--- config.mk ---
export PLATFORM = sky130hd
export DESIGN_NAME = if_byte_fetcher_flat
export DESIGN_NICKNAME = d
export VERILOG_FILES = /design/src/rtl/if_byte_fetcher_if.sv /design/src/rtl/if_byte_fetcher.sv /design/src/flat_wrapper.sv
export SDC_FILE = /design/constraint.sdc
export NUM_CORES = 1
export LEC_CHECK = 0
export CORE_ASPECT_RATIO = 1.75
export CORE_UTILIZATION = 35
export DETAILED_ROUTE_END_ITERATION = 8
export SYNTH_ARGS = -nofsm -noshare
export SYNTH_HDL_FRONTEND = slang
export SYNTH_SLANG_ARGS = --single-unit
--- constraint.sdc ---
create_clock -name clk -period 3.1 [get_ports clk]
set_input_delay 0.465 -clock clk [delete_from_list [all_inputs] [get_ports clk]]
set_output_delay 0.465 -clock clk [all_outputs]
set_load 0.02 [all_outputs]
--- src/rtl/if_byte_fetcher_if.sv ---
// ---------------------------------------------------------------------------
// if_byte_fetcher_if
//
// Bundles every non-clock/reset signal of the instruction byte fetcher:
//   request side  : req_valid_i, req_pc_i -> req_ready_o, plus flush_i
//   arbiter side  : pc_address_o, pc_valid_o -> stall_if_i, ram_byte_i
//   decode side   : inst_o, inst_pc_o, inst_valid_o <- stall_id_i
//
// Modports:
//   master : the fetcher itself (drives the *_o signals)
//   slave  : the surrounding system (drives the *_i signals)
// ---------------------------------------------------------------------------
interface if_byte_fetcher_if #(
  parameter int ADDR_W = 32,
  parameter int NBYTES = 4
);
  // request from pc_reg
  logic                  req_valid_i;
  logic [ADDR_W-1:0]     req_pc_i;
  logic                  req_ready_o;
  logic                  flush_i;
  // byte read channel towards the memory arbiter
  logic [ADDR_W-1:0]     pc_address_o;
  logic                  pc_valid_o;
  logic                  stall_if_i;
  logic [7:0]            ram_byte_i;
  // assembled instruction towards ID
  logic [8*NBYTES-1:0]   inst_o;
  logic [ADDR_W-1:0]     inst_pc_o;
  logic                  inst_valid_o;
  logic                  stall_id_i;

  modport master (
    input  req_valid_i, req_pc_i, flush_i, stall_if_i, ram_byte_i, stall_id_i,
    output req_ready_o, pc_address_o, pc_valid_o, inst_o, inst_pc_o, inst_valid_o
  );

  modport slave (
    output req_valid_i, req_pc_i, flush_i, stall_if_i, ram_byte_i, stall_id_i,
    input  req_ready_o, pc_address_o, pc_valid_o, inst_o, inst_pc_o, inst_valid_o
  );
endinterface

--- src/rtl/if_byte_fetcher.sv ---
// ---------------------------------------------------------------------------
// if_byte_fetcher
//
// Instruction-fetch sequencer sitting in front of the memory arbiter. One
// accepted fetch request (a PC) becomes NBYTES serial byte reads; the returned
// bytes are assembled little-endian into one instruction word for ID.
//
// Ports:
//   clk  : system clock
//   rst  : synchronous reset, active low
//   bus  : if_byte_fetcher_if.master
//          req_valid_i/req_pc_i/req_ready_o : fetch request handshake
//          flush_i                          : abort current fetch (redirect)
//          pc_address_o/pc_valid_o          : byte read request to arbiter
//          stall_if_i                       : arbiter gave the bus to MEM
//          ram_byte_i                       : byte returned one cycle later
//          inst_o/inst_pc_o/inst_valid_o    : assembled instruction to ID
//          stall_id_i                       : ID back-pressure
//
// Timing with no stalls: accept at cycle 0, issues at 1..NBYTES, bytes back
// at 2..NBYTES+1, one DONE cycle, inst_valid_o high at cycle NBYTES+3.
// ---------------------------------------------------------------------------
module if_byte_fetcher #(
  parameter int ADDR_W = 32,
  parameter int NBYTES = 4
) (
  input  logic              clk,
  input  logic              rst,
  if_byte_fetcher_if.master bus
);

  localparam int               IDX_W    = $clog2(NBYTES + 1);
  localparam int               INST_W   = 8 * NBYTES;
  localparam logic [IDX_W-1:0] LAST_IDX = IDX_W'(NBYTES - 1);
  localparam logic [IDX_W-1:0] FULL_IDX = IDX_W'(NBYTES);
  localparam logic [IDX_W-1:0] IDX_ONE  = IDX_W'(1);

  typedef enum logic [1:0] {
    IDLE  = 2'd0,
    FETCH = 2'd1,
    DONE  = 2'd2
  } state_t;

  state_t              state_reg, state_next;
  logic [ADDR_W-1:0]   base_pc_reg, base_pc_next;
  logic [IDX_W-1:0]    issue_idx_reg, issue_idx_next;
  logic [IDX_W-1:0]    recv_idx_reg, recv_idx_next;
  logic                inflight_reg, inflight_next;
  logic [INST_W-1:0]   inst_reg, inst_next;
  logic [ADDR_W-1:0]   inst_pc_reg, inst_pc_next;
  logic                inst_valid_reg, inst_valid_next;

  logic [INST_W-1:0]   assembled;
  logic [ADDR_W-1:0]   pc_address;
  logic                pc_valid;
  logic                granted;
  logic                rx_en;
  logic                out_free;
  logic                req_ready;
  logic                accept;

  // -------------------------------------------------------------------------
  // Next-state / output logic
  // -------------------------------------------------------------------------
  always_comb begin
    state_next      = state_reg;
    base_pc_next    = base_pc_reg;
    issue_idx_next  = issue_idx_reg;
    recv_idx_next   = recv_idx_reg;
    // inflight only describes the issue made in the current cycle
    inflight_next   = 1'b0;
    inst_next       = inst_reg;
    inst_pc_next    = inst_pc_reg;
    // a valid word drops once ID takes it
    inst_valid_next = inst_valid_reg & bus.stall_id_i;
    pc_valid        = 1'b0;
    pc_address      = '0;
    granted         = 1'b0;
    rx_en           = 1'b0;

    out_free  = ~inst_valid_reg | ~bus.stall_id_i;
    req_ready = rst & (state_reg == IDLE) & out_free;
    // a redirect may start a new fetch whatever the current state
    accept    = bus.req_valid_i & (req_ready | bus.flush_i);

    case (state_reg)
      FETCH: begin
        if (issue_idx_reg < FULL_IDX) begin
          pc_valid   = 1'b1;
          pc_address = base_pc_reg + ADDR_W'(issue_idx_reg);
        end
        // a stalled issue leaves issue_idx alone so the same address repeats
        granted = pc_valid & ~bus.stall_if_i;
        if (granted) begin
          issue_idx_next = issue_idx_reg + IDX_ONE;
          inflight_next  = 1'b1;
        end
        // the byte for last cycle's granted issue is on ram_byte_i now
        if (inflight_reg) begin
          rx_en         = 1'b1;
          recv_idx_next = recv_idx_reg + IDX_ONE;
          if (recv_idx_reg == LAST_IDX) begin
            state_next = DONE;
          end
        end
      end
      DONE: begin
        inst_next       = assembled;
        inst_pc_next    = base_pc_reg;
        inst_valid_next = 1'b1;
        state_next      = IDLE;
      end
      default: begin
      end
    endcase

    if (bus.flush_i) begin
      state_next      = IDLE;
      issue_idx_next  = '0;
      recv_idx_next   = '0;
      inflight_next   = 1'b0;
      rx_en           = 1'b0;
      inst_next       = inst_reg;
      inst_pc_next    = inst_pc_reg;
      inst_valid_next = 1'b0;
    end

    if (accept) begin
      state_next     = FETCH;
      base_pc_next   = bus.req_pc_i;
      issue_idx_next = '0;
      recv_idx_next  = '0;
      inflight_next  = 1'b0;
    end
  end

  // -------------------------------------------------------------------------
  // State registers
  // -------------------------------------------------------------------------
  always_ff @(posedge clk) begin
    if (!rst) begin
      state_reg      <= IDLE;
      base_pc_reg    <= '0;
      issue_idx_reg  <= '0;
      recv_idx_reg   <= '0;
      inflight_reg   <= 1'b0;
      inst_reg       <= '0;
      inst_pc_reg    <= '0;
      inst_valid_reg <= 1'b0;
    end else begin
      state_reg      <= state_next;
      base_pc_reg    <= base_pc_next;
      issue_idx_reg  <= issue_idx_next;
      recv_idx_reg   <= recv_idx_next;
      inflight_reg   <= inflight_next;
      inst_reg       <= inst_next;
      inst_pc_reg    <= inst_pc_next;
      inst_valid_reg <= inst_valid_next;
    end
  end

  // -------------------------------------------------------------------------
  // Byte lanes: lane gi captures the byte received while recv_idx == gi and
  // lands at bits [8*gi +: 8] of the word (byte 0 least significant).
  // -------------------------------------------------------------------------
  for (genvar gi = 0; gi < NBYTES; gi++) begin : g_lane
    logic [7:0] lane_reg;

    always_ff @(posedge clk) begin
      if (!rst) begin
        lane_reg <= '0;
      end else if (rx_en && (recv_idx_reg == IDX_W'(gi))) begin
        lane_reg <= bus.ram_byte_i;
      end
    end

    assign assembled[8*gi +: 8] = lane_reg;
  end

  // -------------------------------------------------------------------------
  // Outputs
  // -------------------------------------------------------------------------
  assign bus.req_ready_o  = req_ready;
  assign bus.pc_valid_o   = pc_valid;
  assign bus.pc_address_o = pc_address;
  assign bus.inst_o       = inst_reg;
  assign bus.inst_pc_o    = inst_pc_reg;
  assign bus.inst_valid_o = inst_valid_reg;

endmodule

--- src/flat_wrapper.sv ---
// flat-port wrapper written by rule: the top's interface ports become plain ports
module if_byte_fetcher_flat 
#(
  parameter int ADDR_W = 32,
  parameter int NBYTES = 4
)
  (clk, rst, bus_req_valid_i, bus_req_pc_i, bus_flush_i, bus_stall_if_i, bus_ram_byte_i, bus_stall_id_i, bus_req_ready_o, bus_pc_address_o, bus_pc_valid_o, bus_inst_o, bus_inst_pc_o, bus_inst_valid_o);
  if_byte_fetcher_if #(.ADDR_W(ADDR_W), .NBYTES(NBYTES)) bus_i ();
  input  logic clk;
  input  logic rst;
  input wire logic [$bits(bus_i.req_valid_i)-1:0] bus_req_valid_i;
  input wire logic [$bits(bus_i.req_pc_i)-1:0] bus_req_pc_i;
  input wire logic [$bits(bus_i.flush_i)-1:0] bus_flush_i;
  input wire logic [$bits(bus_i.stall_if_i)-1:0] bus_stall_if_i;
  input wire logic [$bits(bus_i.ram_byte_i)-1:0] bus_ram_byte_i;
  input wire logic [$bits(bus_i.stall_id_i)-1:0] bus_stall_id_i;
  output wire logic [$bits(bus_i.req_ready_o)-1:0] bus_req_ready_o;
  output wire logic [$bits(bus_i.pc_address_o)-1:0] bus_pc_address_o;
  output wire logic [$bits(bus_i.pc_valid_o)-1:0] bus_pc_valid_o;
  output wire logic [$bits(bus_i.inst_o)-1:0] bus_inst_o;
  output wire logic [$bits(bus_i.inst_pc_o)-1:0] bus_inst_pc_o;
  output wire logic [$bits(bus_i.inst_valid_o)-1:0] bus_inst_valid_o;
  assign bus_i.req_valid_i = bus_req_valid_i;
  assign bus_i.req_pc_i = bus_req_pc_i;
  assign bus_i.flush_i = bus_flush_i;
  assign bus_i.stall_if_i = bus_stall_if_i;
  assign bus_i.ram_byte_i = bus_ram_byte_i;
  assign bus_i.stall_id_i = bus_stall_id_i;
  assign bus_req_ready_o = bus_i.req_ready_o;
  assign bus_pc_address_o = bus_i.pc_address_o;
  assign bus_pc_valid_o = bus_i.pc_valid_o;
  assign bus_inst_o = bus_i.inst_o;
  assign bus_inst_pc_o = bus_i.inst_pc_o;
  assign bus_inst_valid_o = bus_i.inst_valid_o;
  if_byte_fetcher #(.ADDR_W(ADDR_W), .NBYTES(NBYTES)) u_core (.clk(clk), .rst(rst), .bus(bus_i));
endmodule
-- Word-level counts from Yosys, hierarchy flattened
Cells that the tools add are included.
- word-level logic and storage cells: 70
- register bits after elaboration: 138
- output and inout bits: 99
- input port bits: 46
- eq/ne operators: 9
- add/subtract/negate cells: 3
- bitwise gates (word level): 13
- magnitude comparators: 1
- multiplexer cells: 15
- reductions and logical operators: 16
- operators by type and width (operator ; number):
    $mux W32 ; 2
    $add A32 B3 Y32 ; 1
    $mux W1 ; 10
    $ne A4 B2 Y1 const B ; 2
    $add A3 B1 Y3 const B ; 2
    $eq A3 B2 Y1 const B ; 2
    $not A1 Y1 ; 6
    $reduce_and A2 Y1 ; 3
    $reduce_and A3 Y1 ; 2
    $and A1 B1 Y1 ; 5
    $logic_and A1 B1 Y1 ; 4
    $mux W2 ; 2
    $ne A2 B1 Y1 const B ; 2
    $pmux W2 S2 ; 1
    $reduce_bool A4 Y1 ; 1
    $reduce_or A4 Y1 ; 1
    $eq A3 B1 Y1 const B ; 1
    $logic_not A3 Y1 ; 1
    $lt A3 B3 Y1 const B ; 1
    $reduce_or A3 Y1 ; 1
    $eq A2 B1 Y1 const B ; 1
    $eq A2 B2 Y1 const B ; 1
    $logic_not A2 Y1 ; 1
    $or A1 B1 Y1 ; 2
    2 further kinds ; 2

-- Longest topological paths before layout
- depth after elaboration: 7
- depth in mapped cells: 8
- depth with buffers taken out: 7

-- Worst setup path before layout
No wires, ideal clock.
- path kind: register to output
- start point: register u_core.issue_idx_reg[0]
- end point: output bus_pc_address_o[20]
- cell stages (with the launch flop): 9
- path buffers: 1
- data required time: 2.635 ns
- setup slack: 0.306 ns
- arrival time: 2.329 ns
- path through: dfxtp_1 -> ha_1 -> inv_1 -> fa_1 -> and2b_1 -> o2111ai_1 -> buf_2 -> or4_1 -> a21oi_1
- longest elaborated chain between the ends: 3
- elaborated cells on any way between the ends: 4
- classes of those cells: add/sub: 1; order compare: 1; mux: 2
- ends and longest elaborated chain (item ; line ; source):
    start: declaration ; if_byte_fetcher.sv:46 ; logic [IDX_W-1:0] issue_idx_reg, issue_idx_next;
    start signal: assignment ; if_byte_fetcher.sv:153 ; issue_idx_reg <= issue_idx_next;
    $add A32 B3 Y32 / $lt A3 B3 Y1 (equally long branches) ; if_byte_fetcher.sv:90, if_byte_fetcher.sv:88 ;
    $mux W32 (*) ; if_byte_fetcher.sv:88 ; if (issue_idx_reg < FULL_IDX) begin
    $mux W32 (*) ; if_byte_fetcher.sv:86 ; case (state_reg)
    end: declaration ; flat_wrapper.sv:18 ; output wire logic [$bits(bus_i.pc_address_o)-1:0] bus_pc_address_o;
Every way passes the cells marked *; elsewhere a longest branch is shown, timed or not.

-- Final worst setup path
- start point: register u_core.base_pc_reg[0]
- end point: output bus_pc_address_o[28]
- longest elaborated chain between the ends: 3
- ends and longest elaborated chain (item ; line ; source):
    start: declaration ; if_byte_fetcher.sv:45 ; logic [ADDR_W-1:0] base_pc_reg, base_pc_next;
    start signal: assignment ; if_byte_fetcher.sv:152 ; base_pc_reg <= base_pc_next;
    $add A32 B3 Y32 ; if_byte_fetcher.sv:90 ; pc_address = base_pc_reg + ADDR_W'(issue_idx_reg);
    $mux W32 ; if_byte_fetcher.sv:88 ;
    $mux W32 ; if_byte_fetcher.sv:86 ;
Every way passes these cells.

==> metrics.txt <==
largest net degree at the start of global routing 131; die outline area 17700 um^2; Mapped Cells 777; Pleak 2.84 nW; Hold Crit Depth 2; top_reg_cell synth dfxtp_1; RSZ-0062 raised after global routing true; crit share post-route 98.1%; final setup fails 0; Yosys top cell area share 45.9%; Worst Hold Launch u_core.g_lane[0].lane_reg[2]$_SDFFE_PN0P_; area of the core 16900 um^2; CP required 2630 ps; Die Wd 101 um; Worst R2R End u_core.g_lane[2].lane_reg[5]$_SDFFE_PN0P_; crit-path most repeated cell buf_6; largest cells by area after synthesis dfxtp_1, a21oi_1, nand2_1; Worst Skew 9.05 ps; Filler cells 1751; syn_area_per_cell 7.74 um^2; row cnt 63; Yosys warnings 0; share of cells above drive strength 1 13.0%; initial antenna violation count 0; NumNets Final 984; Yosys cell types 44; grt total ovfl 0; final core utilization 50.3%; Via Count 5928; detailed-route DRC error count 0; number of synthesized flops with an enable pin 0; first-pass GRT wire length 29.6 mm; Max-Cap Viols 0; crit path kind reg2out; initial core utilization 35.7%; status finished, final reports clean; all-layer global routing usage 21.8%; WL per Instance 16.3 um; Post-DRT Antenna Nets 0; Post-CTS Hold Fix Bufs 0; Die H 175 um; Slew Limit Fails 0; area leader, netlist dfxtp_1; Detailed Route Iter0 Violations 210; Sink Count 138; crit path max fanout 5; Final Hold Viols 0; syn nets 836; #FFs+latches synth 138; Worst path max stage delay 410 ps; clock tree from TritonCTS built; Pwr Density 486 nW/um^2; reg2reg setup slack 1260 ps; placed cells 1127; R2R depth 7; critical-path cell list ha_4, inv_2, fa_2, and2b_2, o2111ai_4, buf_6, or4_4, a21oi_2, buf_6; hold endpoint u_core.bus.inst_o[2]$_SDFFE_PN0P_; CP Data Arrival Time 2580 ps; final std cells w/o fill 1165; Detailed Route WL 19.0 mm; I/O pins 145; reg2reg start u_core.state_reg[1]$_SDFFE_PP0P_; Setup crit end kind output port; Max Root-Sink Buffers 2; worst-margin pin slew 966 ps; Hold Path Class reg2reg; Crit-path slowest cell or4_4; ant diodes 0; fmax 0.329 GHz; Slew HR 35.5%; Placer Congestion 0.846; Clock Latency Late Sink 420 ps; vias per cell 5.09; drt pass-1 iters 4; clock-pin slew on the worst setup and hold paths 60 ps; Worst VDD drop 0.309 mV; CTS Root Cell clkbuf_16; sequential area share after synthesis 45.9%; synthesized area 6010 um^2; IO Port Bufs 144; CTS H-tree depth 4; P&R area growth vs syn 41.0%; Num CTS Buffers 17; post-DP HPWL 13.0 mm; vias in the first global route 5597; min Tclk post-route 3040 ps; startpoint types flop; FFs w/ async S/R, synth 0%
## placed cells by master, fill, tap and decap left out, drive strengths merged, types with 3 or more instances in the layout
| cell type | synthesis | routed |
|---|---|---|
| a21oi | 155 | 155 |
| and3 | 3 | 3 |
| and4 | 5 | 5 |
| buf | 20 | 56 |
| clkbuf | 41 | 22 |
| clkdlybuf4s50 | 0 | 120 |
| clkinv | 0 | 3 |
| clkinvlp | 0 | 3 |
| dfxtp | 138 | 138 |
| dlygate4sd2 | 0 | 8 |
| ha | 12 | 12 |
| inv | 14 | 23 |
| nand2 | 187 | 187 |
| nand2b | 4 | 4 |
| nand3 | 63 | 63 |
| nand4 | 7 | 7 |
| nor2 | 16 | 16 |
| nor3 | 4 | 4 |
| o2111ai | 4 | 4 |
| o211ai | 3 | 3 |
| o21ai | 38 | 38 |
| o31ai | 14 | 14 |
| or3 | 4 | 4 |
| or4 | 14 | 14 |
| xnor2 | 6 | 6 |
| xor2 | 6 | 6 |
## kinds of logic (layout without fill, tap and decap cells)
group | after synthesis | count (layout) | share of synthesized area [%]
and+or+nand+nor | 316 | 316 | 24.0
AOI/OAI and AO/OA | 221 | 221 | 20.1
DFF | 138 | 138 | 45.9
buffers and inverters | 75 | 236 | 5.03
adders and majority gates | 13 | 13 | 2.83
xor gates and xnor gates | 12 | 12 | 1.75
muxes | 2 | 2 | 0.333
## worst max-delay path by stage
stage	slack [ps]	end	depth (start not counted)	startpoint
after floorplan	310	bus_pc_address_o[20]	8	u_core.issue_idx_reg[0]$_SDFFE_PP0P_
after global placement	-10	bus_pc_address_o[30]	8	u_core.issue_idx_reg[0]$_SDFFE_PP0P_
after detailed placement	-40	bus_pc_address_o[30]	8	u_core.issue_idx_reg[0]$_SDFFE_PP0P_
after CTS	-50	bus_pc_address_o[30]	8	u_core.issue_idx_reg[0]$_SDFFE_PP0P_
after global routing	-30	bus_pc_address_o[28]	9	u_core.base_pc_reg[0]$_SDFFE_PN0P_
final	60	bus_pc_address_o[28]	9	u_core.base_pc_reg[0]$_SDFFE_PN0P_
## routing by layer
| metal | vias to the layer above | wire [um] | track usage, % |
|---|---|---|---|
| met5 | - | 0 | 0 |
| met4 | 0 | 482 | 9.00 |
| met3 | 27 | 801 | 4.06 |
| met2 | 146 | 10700 | 41.5 |
| met1 | 2766 | 7020 | 22.8 |
| li1 | 2989 | - | - |
## through the flow
step | hold slack (ps) | cell area [um^2] | worst slack (ps) | setup TNS [ps] | total power [mW]
5_1_grt | 467 | 8480 | -30.3 | -30.3 | 4.27
4_1_cts | 454 | 8480 | -53.1 | -53.1 | 4.17
3_5_place_dp | 446 | 7860 | -40.7 | -150 | 2.20
3_3_place_gp | 439 | 7860 | -10.9 | -39.3 | 2.20
2_1_floorplan | 432 | 6010 | 306 | 0 | 2.03
6_report | 449 | 8480 | 57.7 | 0 | 4.12
## critical path: cells and delay by family (launching register included)
family                   cells  cell delay [ps]
buffers and inverters        3              350
AND/OR/NAND/NOR              2              670
AO/OA/AOI/OAI                2              330
flip-flops                   1              350
adder cells (fa/ha/maj)      2              460
## repair_timing
action	in CTS	in global routing
setup buffers	4	2
endpoints found under the hold margin	0	0
gates resized for setup	69	24
endpoints found under the setup margin	25	17
pin swaps	4	4
## cells in the mapped netlist (2+ instances only)
| master | instances |
|---|---|
| dfxtp_1 | 138 |
| xnor2_1 | 6 |
| nor3_1 | 4 |
| xor2_1 | 6 |
| o21ai_0 | 37 |
| nor2_1 | 16 |
| nand4_1 | 6 |
| nand2b_1 | 4 |
| and3_1 | 3 |
| and2_1 | 2 |
| ha_1 | 12 |
| nand3_1 | 63 |
| and4_4 | 2 |
| inv_1 | 14 |
| o2111ai_1 | 3 |
| o211ai_1 | 3 |
| and4_1 | 3 |
| a21oi_1 | 155 |
| nor2b_1 | 2 |
| a311oi_1 | 2 |
| buf_2 | 5 |
| mux2i_1 | 2 |
| nand2_1 | 187 |
| buf_1 | 12 |
| or4_1 | 14 |
| or3_1 | 4 |
| o31ai_1 | 14 |
| buf_4 | 2 |
| clkbuf_1 | 41 |
## area by class of cell
cell class | count | area (um^2) | share of cell area [%]
Multi-Input combinational cell | 564 | 3050 | 35.9
Sequential cell | 138 | 2770 | 32.6
Timing Repair Buffer | 190 | 1760 | 20.8
Clock buffer | 17 | 425 | 5.02
Tap cell | 227 | 284 | 3.35
Clock inverter | 15 | 145 | 1.71
Inverter | 14 | 53.8 | 0.634
## report_power, final
| part | switching (mW) | internal, mW |
|---|---|---|
| Sequential | 0.0331 | 1.80 |
| Clock | 0.892 | 1.07 |
| Combinational | 0.191 | 0.137 |
Power figures use the tool's default switching activity.
